[src/rtl/fft32_stage_ctrl.sv]
// Stage sequencer for the 32-point radix-2 FFT: walks the butterfly array through STAGES passes.
// Optional macro FFT32_CTRL_BACK2BACK_EN lets a start sampled in DONE chain straight into LOAD.
module fft32_stage_ctrl #(
  parameter int STAGES     = 5,
  parameter int BF_LATENCY = 2
) (
  input  logic       CLK,
  input  logic       RST,
  input  logic       start,
  input  logic       abort,
  output logic [2:0] control_select,
  output logic       load_en,
  output logic       in_sel,
  output logic       stage_en,
  output logic       busy,
  output logic       done,
  output logic       out_valid
);

  localparam int              WC_W       = $clog2(BF_LATENCY) + 1;
  localparam logic [WC_W-1:0] WC_LAST    = WC_W'(BF_LATENCY - 1);
  localparam logic [2:0]      STAGE_LAST = 3'(STAGES - 1);

  generate
    if (STAGES < 1 || STAGES > 5) begin : g_bad_stages
      $error("fft32_stage_ctrl: STAGES must be in 1..5");
    end
    if (BF_LATENCY < 1) begin : g_bad_latency
      $error("fft32_stage_ctrl: BF_LATENCY must be at least 1");
    end
  endgenerate

  typedef enum logic [1:0] {
    S_IDLE,
    S_LOAD,
    S_RUN,
    S_DONE
  } state_t;

  state_t          r_state;
  state_t          w_state_nxt;
  logic [2:0]      r_stage;
  logic [2:0]      w_stage_nxt;
  logic [WC_W-1:0] r_wait_cnt;
  logic [WC_W-1:0] w_wait_nxt;
  logic            r_out_valid;
  logic            w_out_valid_nxt;
  logic            w_last_wait;

  // Butterfly outputs are settled in the final wait cycle of each stage.
  assign w_last_wait = (r_state == S_RUN) && (r_wait_cnt == WC_LAST);

  always_ff @(posedge CLK or posedge RST) begin
    if (RST) begin
      r_state     <= S_IDLE;
      r_stage     <= 3'd0;
      r_wait_cnt  <= '0;
      r_out_valid <= 1'b0;
    end else begin
      r_state     <= w_state_nxt;
      r_stage     <= w_stage_nxt;
      r_wait_cnt  <= w_wait_nxt;
      r_out_valid <= w_out_valid_nxt;
    end
  end

  always_comb begin
    w_state_nxt     = r_state;
    w_stage_nxt     = r_stage;
    w_wait_nxt      = r_wait_cnt;
    w_out_valid_nxt = r_out_valid;
    if (abort) begin
      w_state_nxt     = S_IDLE;
      w_stage_nxt     = 3'd0;
      w_wait_nxt      = '0;
      w_out_valid_nxt = 1'b0;
    end else begin
      case (r_state)
        S_IDLE: begin
          if (start) begin
            w_state_nxt     = S_LOAD;
            w_out_valid_nxt = 1'b0;
          end
        end
        S_LOAD: begin
          w_stage_nxt = 3'd0;
          w_wait_nxt  = '0;
          w_state_nxt = S_RUN;
        end
        S_RUN: begin
          if (w_last_wait) begin
            w_wait_nxt = '0;
            if (r_stage == STAGE_LAST) begin
              w_state_nxt = S_DONE;
            end else begin
              w_stage_nxt = r_stage + 3'd1;
            end
          end else begin
            w_wait_nxt = r_wait_cnt + WC_W'(1);
          end
        end
        S_DONE: begin
`ifdef FFT32_CTRL_BACK2BACK_EN
          // Chained transform: the result is being overwritten, so it never becomes valid.
          if (start) begin
            w_state_nxt     = S_LOAD;
            w_out_valid_nxt = 1'b0;
          end else begin
            w_state_nxt     = S_IDLE;
            w_out_valid_nxt = 1'b1;
          end
`else
          w_state_nxt     = S_IDLE;
          w_out_valid_nxt = 1'b1;
`endif
        end
        default: begin
          w_state_nxt = S_IDLE;
        end
      endcase
    end
  end

  // Outputs decode registered state only; nothing combinational from start/abort.
  assign control_select = (r_state == S_RUN) ? r_stage : 3'd0;
  assign load_en        = (r_state == S_LOAD);
  assign in_sel         = (r_state == S_RUN);
  assign stage_en       = w_last_wait;
  assign busy           = (r_state == S_LOAD) || (r_state == S_RUN);
  assign done           = (r_state == S_DONE);
  assign out_valid      = r_out_valid;

endmodule
[config.mk]
export PLATFORM = sky130hd
export DESIGN_NAME = fft32_stage_ctrl
export DESIGN_NICKNAME = d
export VERILOG_FILES = /design/src/rtl/fft32_stage_ctrl.sv
export SDC_FILE = /design/constraint.sdc
export NUM_CORES = 1
export LEC_CHECK = 0
export CORE_ASPECT_RATIO = 0.8
export CORE_UTILIZATION = 35
export CTS_BUF_LIST = sky130_fd_sc_hd__clkbuf_16
export CTS_CLUSTER_DIAMETER = 150
export DETAILED_ROUTE_END_ITERATION = 8
export SLEW_MARGIN = 25
export SYNTH_ARGS = -nofsm -noshare
export SYNTH_HDL_FRONTEND = slang
export SYNTH_SLANG_ARGS = --single-unit
[constraint.sdc]
create_clock -name CLK -period 2.1 [get_ports CLK]
set_input_delay 0.63 -clock CLK [delete_from_list [all_inputs] [get_ports CLK]]
set_output_delay 0.63 -clock CLK [all_outputs]
set_load 0.03 [all_outputs]
Word level (Yosys, flattened, before mapping)
Cells that the tools add are included.
{"block": "word_totals", "ff_bits": 8, "inputBits": 4, "output_inout_bits": 9, "word_cells": 39}
{"block": "classes", "add_sub_neg": 2, "eq_ne": 9, "n_mux": 16, "reduce_logical": 8}
{"op": "2-to-1 mux 2 bit", "count": 6}
{"op": "2-to-1 mux 3 bit", "count": 4}
{"op": "one-hot mux 2 bit (4 select lines)", "count": 1}
{"op": "!= test 3 x 2 -> 1 bit (second input constant)", "count": 2}
{"op": "!= test 3 bit (second input constant)", "count": 2}
{"op": "one-hot mux 3 bit (2 select lines)", "count": 1}
{"op": "AND reduction 3 bit", "count": 2}
{"op": "nonzero test 3 bit", "count": 2}
{"op": "equality test 2 x 1 -> 1 bit (second input constant)", "count": 2}
{"op": "equality test 2 bit (second input constant)", "count": 2}
{"op": "one-hot mux 2 bit (2 select lines)", "count": 1}
{"op": "adder 3 x 1 -> 3 bit (second input constant)", "count": 1}
{"op": "equality test 3 bit (second input constant)", "count": 1}
{"op": "adder 2 x 1 -> 2 bit (second input constant)", "count": 1}
{"op": "zero test 2 bit", "count": 1}
{"op": "2-to-1 mux 1 bit", "count": 2}
{"op": "one-hot mux 1 bit (2 select lines)", "count": 1}
{"op": "AND reduction 2 bit", "count": 1}
{"op": "logical AND 1 bit", "count": 1}
{"op": "logical OR 1 bit", "count": 1}

Longest topological paths before layout
Gate-level depths: netlist of the first run.
{"block": "depth", "word_depth": 5, "depth_mapped": 7, "ltp_nobuf": 6}

Least setup slack after synthesis of the first run
OpenSTA, ideal clock, no wires.
{"block": "synth_path", "path_kind": "reg-to-reg", "start": "register r_state[0]", "end": "register r_state[0]", "setup_time_ns": 0.128, "t_arrival_ns": 1.721, "required_ns": 1.972, "path_slack_ns": 0.252, "path_stages_with_launch": 6, "path_buffers": 0, "synth_period_minus_slack_ns": 1.848, "path_cell_list": "dfrtp_1 > inv_1 > ha_1 > and3b_2 > a211oi_2 > mux2_1"}
{"block": "synth_between", "elab_chain_len": 4, "word_cells_on_any_way": 11, "classes_between": "6 x eq/ne; 2 x mux; 3 x reduce/logical"}
{"item": "start, declared", "line": "40", "source": "state_t r_state;"}
{"item": "start signal, assigned", "line": "60", "source": "r_state <= w_state_nxt;"}
{"item": "equality test 2 bit"}
{"item": "net in_sel", "line": "13", "source": "output logic in_sel,"}
{"item": "logical AND 1 bit", "line": "51", "source": "assign w_last_wait = (r_state == S_RUN) && (r_wait_cnt == WC_LAST);"}
{"item": "net stage_en", "line": "14", "source": "output logic stage_en,"}
{"item": "!= test 3 x 2 -> 1 bit (no line)"}
{"item": "AND reduction 3 bit (no line)"}
The timed path passes the listed nets, and every way through them passes these cells.
A chain may end at the register's enable or synchronous reset.

Worst setup path in the final report of the first run
{"block": "layout_path", "start": "register r_state[1]", "end": "output stage_en"}
{"block": "layout_between", "elab_chain_len": 2}
{"item": "equality test 2 bit", "line": "51"}
{"item": "logical AND 1 bit", "line": "51"}
{"item": "end, declared", "line": "14"}
Every way passes these cells.

==> results of run 1 <==
routing by layer:
layer | track usage | part of all wire
met1 | 0.231 | 0.54
met2 | 0.213 | 0.38
met3 | 0.0841 | 0.054
met4 | 0.0833 | 0.019
met5 | 0 | 0
tightest hold or removal path, cell delays in order (launching register included):
cell and delay, ns:
dfrtp_1 0.37, nand2_1 0.05, o21ai_0 0.07
flip-flops by register name, summed over array words and instances, names as in the netlist:
register,flops
r_wait_cnt,2
out_valid,1
r_state,2
r_stage,3
path summary, 6_finish.rpt:
check / start / endpoint / depth (start not counted)
worst max-delay path: r_state[1] / stage_en / 4
worst min-delay path: r_stage[1] / r_stage[1] / 2
worst max register to register: r_state[1] / r_state[0] / 5
worst min register to register: r_stage[1] / r_stage[1] / 2
max in group asynchronous: RST / r_stage[0] / 2
min in group asynchronous: RST / r_stage[1] / 2
power breakdown:
| group | total (mW) | switching, mW | internal, mW |
|---|---|---|---|
| Sequential | 0.204 | 0.0212 | 0.183 |
| Clock | 0.327 | 0.0806 | 0.246 |
| Combinational | 0.420 | 0.247 | 0.173 |
cell type report:
type / count / area (um2) / area share
multi-input cells: 47 / 354 / 0.439
flip-flops and latches: 8 / 200 / 0.248
repair buffers: 15 / 128 / 0.158
clock buffers: 3 / 75.1 / 0.0932
well taps: 21 / 26.3 / 0.0326
inverters: 6 / 22.5 / 0.0280
repair_timing:
item / in CTS / in global routing
gates resized for setup: 4 / 1
endpoints found under the setup margin: 4 / 3
hold buffers: 0 / 0
hold endpoints to repair: 0 / 0
per-stage QoR:
step / TNS, ns / instances / hold slack, ns / utilization / cell area [um2]
5_1_grt: 0 / 100 / 0.578 / 0.548 / 806
6_report: 0 / 100 / 0.529 / 0.548 / 806
3_3_place_gp: -0.00730 / 97 / 0.526 / 0.498 / 733
3_5_place_dp: 0 / 97 / 0.528 / 0.498 / 733
4_1_cts: 0 / 100 / 0.537 / 0.546 / 803
2_1_floorplan: 0 / 63 / 0.446 / - / 586
cell families (layout without fill, tap and decap cells):
family / Yosys count / after routing
multiplexers: 4 / 4
flip-flops: 8 / 8
AO/OA/AOI/OAI: 7 / 7
buffers and inverters: 8 / 24
AND/OR/NAND/NOR: 29 / 29
adder cells (fa/ha/maj): 7 / 7
placed cells by master (no fill, tap or decap), types with 2 or more instances in the layout:
cell type / netlist / layout
dfrtp_1: 8 / 8
ha_1: 7 / 6
clkbuf_16: 0 / 3
a21oi_1: 2 / 2
nor2b_1: 3 / 3
and2_1: 3 / 3
clkdlybuf4s50_1: 0 / 4
nor2_1: 8 / 8
buf_4: 1 / 7
o21ai_0: 2 / 2
nand2b_1: 2 / 2
dlygate4sd2_1: 0 / 4
inv_1: 6 / 6
mux2i_1: 3 / 3
nand2_1: 5 / 5
==> results.toml, run 1 <==
[clock_tree]
path_clk_slew_ns = 0.04
cts.path.max_buffers = 2
worstSkewPairLatency_ns = 0.24
htreeDepth = 1
postCtsSetupBuffers = 0
cts.sink_count = 8
cts_tree = "done"
cts_buffers = 3
clock-root-buffer = "clkbuf_16"

[critical_path]
reg2reg_setup_slack_ns = 0.40
crit_fanout = 4
critPathTopFamily = "flip-flops"
worstPathArrival_ns = 1.35
worstPathRequired_ns = 1.47
worstPathCellList = "buf_4, ha_1, and3b_2, buf_4"
cp-start-kind = "register"
crit_slowest_cell = "dfrtp_1"
cpMostUsedCell = "buf_4"
critPathKind = "reg2out"
end_kind = "primary output"
cpPeakStageDelay_ns = 0.36
path_buf_inv = 2

[sta]
slew_violations = 0
setup_violations = 0
tightest_slew_ns = 0.343
fin_ws_ns = 0.117
min_period_ns = 1.98
fin_skew_ns = 0.00724
final-hold-violation-count = 0
max-slew-margin-rel = 0.771
finalCritPeriodShare = 0.944
rsz0062_at_grt = "no"
max_freq_mhz = 504

[drt]
vias = 461
wl_per_cell_um = 11.2
drt_first_pass_iters = 4
drc = 0
antenna_left = 0
avgViaCountPerCell = 4.61
drt_iter0_markers = 6
routed_wl_mm = 1.12

[global_route]
grt_pass1_wl_mm = 1.94
grt_pass1_vias = 413
overflow = 0
grt_usage = 0.169
antenna_found_initial = 0
grt_max_degree = 13

[place]
place_congestion = 0.701
dp_hpwl_um = 869
dp_slack_ns = 0.0258
port_buffers = 12

[logic_synthesis]
avgSynthCellArea_um2 = 9.29
synth.distinct_cells = 25
ys.flop_type = "dfrtp_1"
yosys.area.top_type = "dfrtp_1"
synthTopCellsByArea = "dfrtp_1, ha_1, mux2i_1"
yosysWarningCount = 0
synth-simple-area-share = 0.295
synth_edf_count = 0
ys_seq_area_frac = 0.342
synthArstFlopShare = 1.00
netlist_area_um2 = 586
synth-xor-area-share = 0
synth_compound_area_frac = 0.0855
synth_top_family_by_area = "simple AND/OR/NAND/NOR gates"
synth_fa_ha_area_frac = 0.150
syn-num-nets = 74
synth_mux_area_frac = 0.0705
yosys-top-cells-count = "dfrtp_1, nor2_1, ha_1"
synth_top_area_share = 0.342
yosys_register_bits = 8
synth_cells = 63

[floorplan]
die_w_um = 47.7
dieArea_um2 = 1840
fp-row-count = 12
start_util = 0.398
ioPinCount = 13
coreArea_um2 = 1470
die_y_um = 38.6

[power]
worst_ir_drop_vdd_uv = 688
report.power.total_mw = 0.952
power_leakage_nw = 0.378
p_per_area_nw_per_um2 = 1180

[worst_hold_path]
hold_class = "reg2reg"

[cells_and_area]
nFillCells = 136
syn2layout_area_growth_pct = 37.6
drive_gt1_frac = 0.228
diodes = 0
layout.nets = 92

[status]
status = "completed"

[run]
max_cap_viol_count = 0
Power figures use the tool's default switching activity.
==> run 2: changes to the inputs <==
--- a/config.mk
+++ b/config.mk
@@ -10,6 +10,7 @@
 export CTS_BUF_LIST = sky130_fd_sc_hd__clkbuf_16
 export CTS_CLUSTER_DIAMETER = 150
 export DETAILED_ROUTE_END_ITERATION = 8
+export REMOVE_ABC_BUFFERS = 1
 export SLEW_MARGIN = 25
 export SYNTH_ARGS = -nofsm -noshare
 export SYNTH_HDL_FRONTEND = slang
==> run 2 against run 1 <==
  * Non-clock buffer count up 1
  * Largest cell class unchanged
  * Register-to-register slack worse by 0.05 ns
  * Worst hold slack worse by 0.0046 ns
  * Core utilization up 0.43 points
  * Die area unchanged
  * Routed wire length up 1.9%
  * Final cell count up 1.0%
  * Critical path depth up 1
  * Clock-buffer cell count unchanged
==> results.toml, run 2 (same netlist as run 1, synthesis figures left out) <==
[sta]
final-hold-violation-count = 0
fin_ws_ns = 0.0572
rsz0062_at_grt = "no"
max-slew-margin-rel = 0.776
finalCritPeriodShare = 0.973
tightest_slew_ns = 0.335
slew_violations = 0
finalSetupTns_ns = 0
min_period_ns = 2.04
max_freq_mhz = 490
fin_skew_ns = 0.00206
setup_violations = 0

[critical_path]
cpMostUsedCell = "buf_4"
crit_slowest_cell = "dfrtp_1"
worstPathArrival_ns = 1.41
worstPathRequired_ns = 1.47
crit_fanout = 3
worstPathCellList = "inv_2, ha_1, buf_4, and3b_2, buf_4"
cpPeakStageDelay_ns = 0.36
end_kind = "primary output"
cp-start-kind = "register"
critPathKind = "reg2out"

[floorplan]
die_w_um = 47.7
fp-row-count = 12
ioPinCount = 13
dieArea_um2 = 1840
coreArea_um2 = 1470
start_util = 0.398
die_y_um = 38.6

[clock_tree]
cts_tree = "done"
clock-root-buffer = "clkbuf_16"
path_clk_slew_ns = 0.04
cts.path.max_buffers = 2
cts_buffers = 3
holdBufCountCts = 0
htreeDepth = 1
cts.sink_count = 8
worstSkewPairLatency_ns = 0.23

[drt]
wl_per_cell_um = 11.3
drc = 0
drt_iter0_markers = 10
drt_first_pass_iters = 4
vias = 475
avgViaCountPerCell = 4.70
routed_wl_mm = 1.14
antenna_left = 0

[global_route]
antenna_found_initial = 0
grt_pass1_vias = 448
grt_usage = 0.153
overflow = 0
grt_max_degree = 13
grt_pass1_wl_mm = 1.86

[place]
dp_slack_ns = 0.0384
port_buffers = 12
place_congestion = 0.692
dp_hpwl_um = 820
dp_cells = 97

[power]
worst_ir_drop_vdd_uv = 959
p_per_area_nw_per_um2 = 1190
power_leakage_nw = 0.382

[cells_and_area]
final_core_util = 0.552
multi_input_area_um2 = 354
diodes = 0
final_cells = 101
syn2layout_area_growth_pct = 38.7
final_common_cell = "buf_4"
nFillCells = 147
reg_top3 = "r_stage (3), r_state (2), r_wait_cnt (2)"
largest-register = "r_stage"
layout.nets = 93
drive_gt1_frac = 0.263
largest_reg_flops = 3
seq_area_um2 = 200
final_cell_mix = "buf_4, nor2_1, dfrtp_1, ha_1"

[run]
max_cap_viol_count = 0

[status]
status = "completed"

[worst_hold_path]
hold_class = "reg2reg"
-- run 2: cell types whose count changed in the layout (fill, tap and decap cells not counted) --
cell,previous run,this run
buf_4,7,9
dlygate4sd2_1,4,3
inv_1,6,5
inv_2,0,1
-- run 2: path summary, 6_finish.rpt --
path / from / to / slack [ns] / depth (start not counted)
max: r_state[0] / stage_en / 0.06 / 5
min: r_stage[1] / r_stage[1] / 0.52 / 2
max reg2reg: r_state[0] / r_state[0] / 0.35 / 6
min reg2reg: r_stage[1] / r_stage[1] / 0.52 / 2
max in group asynchronous: RST / r_stage[2] / 1.20 / 2
min in group asynchronous: RST / r_wait_cnt[1] / 0.66 / 2
-- run 2: repair_timing --
action,in CTS,in global routing
endpoints found under the setup margin,7,1
setup buffers,1,0
resized for setup,4,1
pin swaps,0,0
-- run 2: cell type report --
class	count	share of cell area
multi-input cells	47	0.436
well taps	21	0.0324
repair buffers	16	0.165
clock buffers	3	0.0924
inverters	6	0.0277
flip-flops and latches	8	0.247
-- run 2: critical path, delay by kind of cell (launching register included) --
family / cells / cell delay, ns
buffers and inverters: 3 / 0.37
DFF: 1 / 0.36
and+or+nand+nor: 1 / 0.23
adders and majority gates: 1 / 0.22
-- run 2: layer usage --
layer | share of wire | wire (um) | track usage
met5 | 0 | 0 | 0
met4 | 0 | 0 | 0.0417
met3 | 0.069 | 79 | 0.0701
met2 | 0.45 | 514 | 0.250
met1 | 0.48 | 547 | 0.178
-- run 2: power breakdown --
group	total [mW]	internal [mW]	switching (mW)
clock network	0.321	0.246	0.0756
logic	0.429	0.185	0.244
registers	0.214	0.183	0.0304
total	0.964	0.614	0.350
-- run 2: per-stage QoR --
step | instance area (um2) | power [mW] | hold slack [ns]
after global placement | 731 | 0.640 | 0.509
after detailed placement | 731 | 0.639 | 0.528
final | 812 | 0.964 | 0.525
after CTS | 812 | 0.967 | 0.536
after global routing | 812 | 1.02 | 0.576
after floorplan | 574 | 0.507 | 0.446
==> run 3: changes to the inputs <==
--- a/config.mk
+++ b/config.mk
@@ -5,7 +5,6 @@
 export SDC_FILE = /design/constraint.sdc
 export NUM_CORES = 1
 export LEC_CHECK = 0
-export CORE_ASPECT_RATIO = 0.8
 export CORE_UTILIZATION = 35
 export CTS_BUF_LIST = sky130_fd_sc_hd__clkbuf_16
 export CTS_CLUSTER_DIAMETER = 150
==> run 3 against run 2 <==
  * Critical path depth decreased by 2
  * Register-to-register slack improved by 0.08 ns
  * Worst hold slack improved by 0.028 ns
  * Critical path type unchanged
  * Via count increased by 1.5%
  * Clock power about the same
  * Core utilization decreased by 2.3 points
  * Die area about the same
  * First-iteration DRC count decreased by 40%
  * Routed wire length decreased by 1.6%
  * Maximum frequency increased by 2.3%
==> results.toml, run 3 (same netlist as run 1, synthesis figures left out) <==
[power]
power_frac_comb = 0.442
p_int_mw = 0.611
power_leakage_nw = 0.387
p_sw_frac = 0.359
seqPwrFrac = 0.222
worst_ir_drop_vdd_uv = 697
clock_power_share = 0.337
p_per_area_nw_per_um2 = 1170
p_sw_mw = 0.343
report.power.total_mw = 0.954

[floorplan]
fp-row-count = 14
ioPinCount = 13
die_w_um = 42.9
start_util = 0.380
dieArea_um2 = 1840
coreArea_um2 = 1540
die_y_um = 42.9

[sta]
fin_ws_ns = 0.104
max-slew-margin-rel = 0.785
worst_hold_slack_ns = 0.553
finalCritPeriodShare = 0.951
tightest_slew_ns = 0.322
rsz0062_at_grt = "no"
slew_violations = 0
fin_skew_ns = 0.00265
setup_violations = 0
finalSetupTns_ns = 0
final-hold-violation-count = 0
max_freq_mhz = 501
min_period_ns = 2.00

[cells_and_area]
final_area_um2 = 816
final_cell_mix = "buf_4, nor2_1, dfrtp_1, inv_1, ha_1"
final_cells = 97
final_common_cell = "buf_4"
diodes = 0
largest_reg_flops = 3
layout.nets = 94
syn2layout_area_growth_pct = 39.3
reg_top3 = "r_stage (3), r_state (2), r_wait_cnt (2)"
drive_gt1_frac = 0.247
largest-register = "r_stage"
final_core_util = 0.529

[global_route]
antenna_found_initial = 0
grt_pass1_wl_mm = 1.95
grt_pass1_vias = 445
overflow = 0
grt_usage = 0.151
grt_max_degree = 13

[clock_tree]
postCtsSetupBuffers = 0
cts.path.max_buffers = 2
worstSkewPairLatency_ns = 0.23
cts_tree = "done"
cts.sink_count = 8
cts_buffers = 3
clock-root-buffer = "clkbuf_16"
holdBufCountCts = 0
htreeDepth = 1
path_clk_slew_ns = 0.04

[place]
port_buffers = 12
dp_hpwl_um = 871
place_congestion = 0.743
dp_cells = 94
placed_area_um2 = 742
dp_slack_ns = 0.0380

[worst_hold_path]
hold_class = "reg2reg"
hold_depth = 2

[drt]
antenna_left = 0
vias = 482
drc = 0
avgViaCountPerCell = 4.97
routed_wl_mm = 1.12
wl_per_cell_um = 11.6
drt_iter0_markers = 6
drt_first_pass_iters = 3

[critical_path]
crit_fanout = 4
critPathKind = "reg2out"
worst-r2r-cell-count = 6
worstPathRequired_ns = 1.47
worstPathArrival_ns = 1.37
cp-start-kind = "register"
end_kind = "primary output"

[run]
max_cap_viol_count = 0

[status]
status = "completed"
run 3: worst paths after layout:
| path | start | end | slack [ns] |
|---|---|---|---|
| max | r_state[1] | busy | 0.10 |
| max reg2reg | r_state[1] | r_state[0] | 0.43 |
| min in group asynchronous | RST | r_stage[1] | 0.65 |
| max in group asynchronous | RST | r_stage[0] | 1.21 |
| min | r_wait_cnt[1] | r_wait_cnt[1] | 0.55 |
| min reg2reg | r_wait_cnt[1] | r_wait_cnt[1] | 0.55 |
run 3: area by class of cell:
cell class | count | area [um2]
flip-flops and latches | 8 | 200
fillers | 150 | 726
inverters | 6 | 22.5
repair buffers | 17 | 144
multi-input cells | 47 | 354
well taps | 16 | 20.0
clock buffers | 3 | 75.1
run 3: routing by layer:
layer	GRT usage	vias to the layer above	wire length, um
li1	-	245	-
met1	0.187	225	501
met3	0.0511	2	50
met2	0.230	10	549
met5	0	-	0
met4	0.0750	0	22
run 3: power groups by stage:
stage	Clock, mW	Sequential [mW]	Combinational [mW]
global route	0.337	0.216	0.471
floorplan	0	0.215	0.292
global placement	0	0.209	0.445
finish	0.321	0.211	0.422
CTS	0.327	0.211	0.425
detailed placement	0	0.213	0.445
run 3: repair_timing:
| item | in CTS | in global routing |
|---|---|---|
| setup endpoints to repair | 7 | 1 |
| gates resized for setup | 5 | 1 |
| pin swaps | 0 | 0 |
| hold endpoints to repair | 0 | 0 |
run 3: worst max-delay path, cell delays in order, from the launching register on:
cell and delay (ns):
dfrtp_1 0.39, inv_1 0.09, ha_1 0.29, clkdlybuf4s15_1 0.36
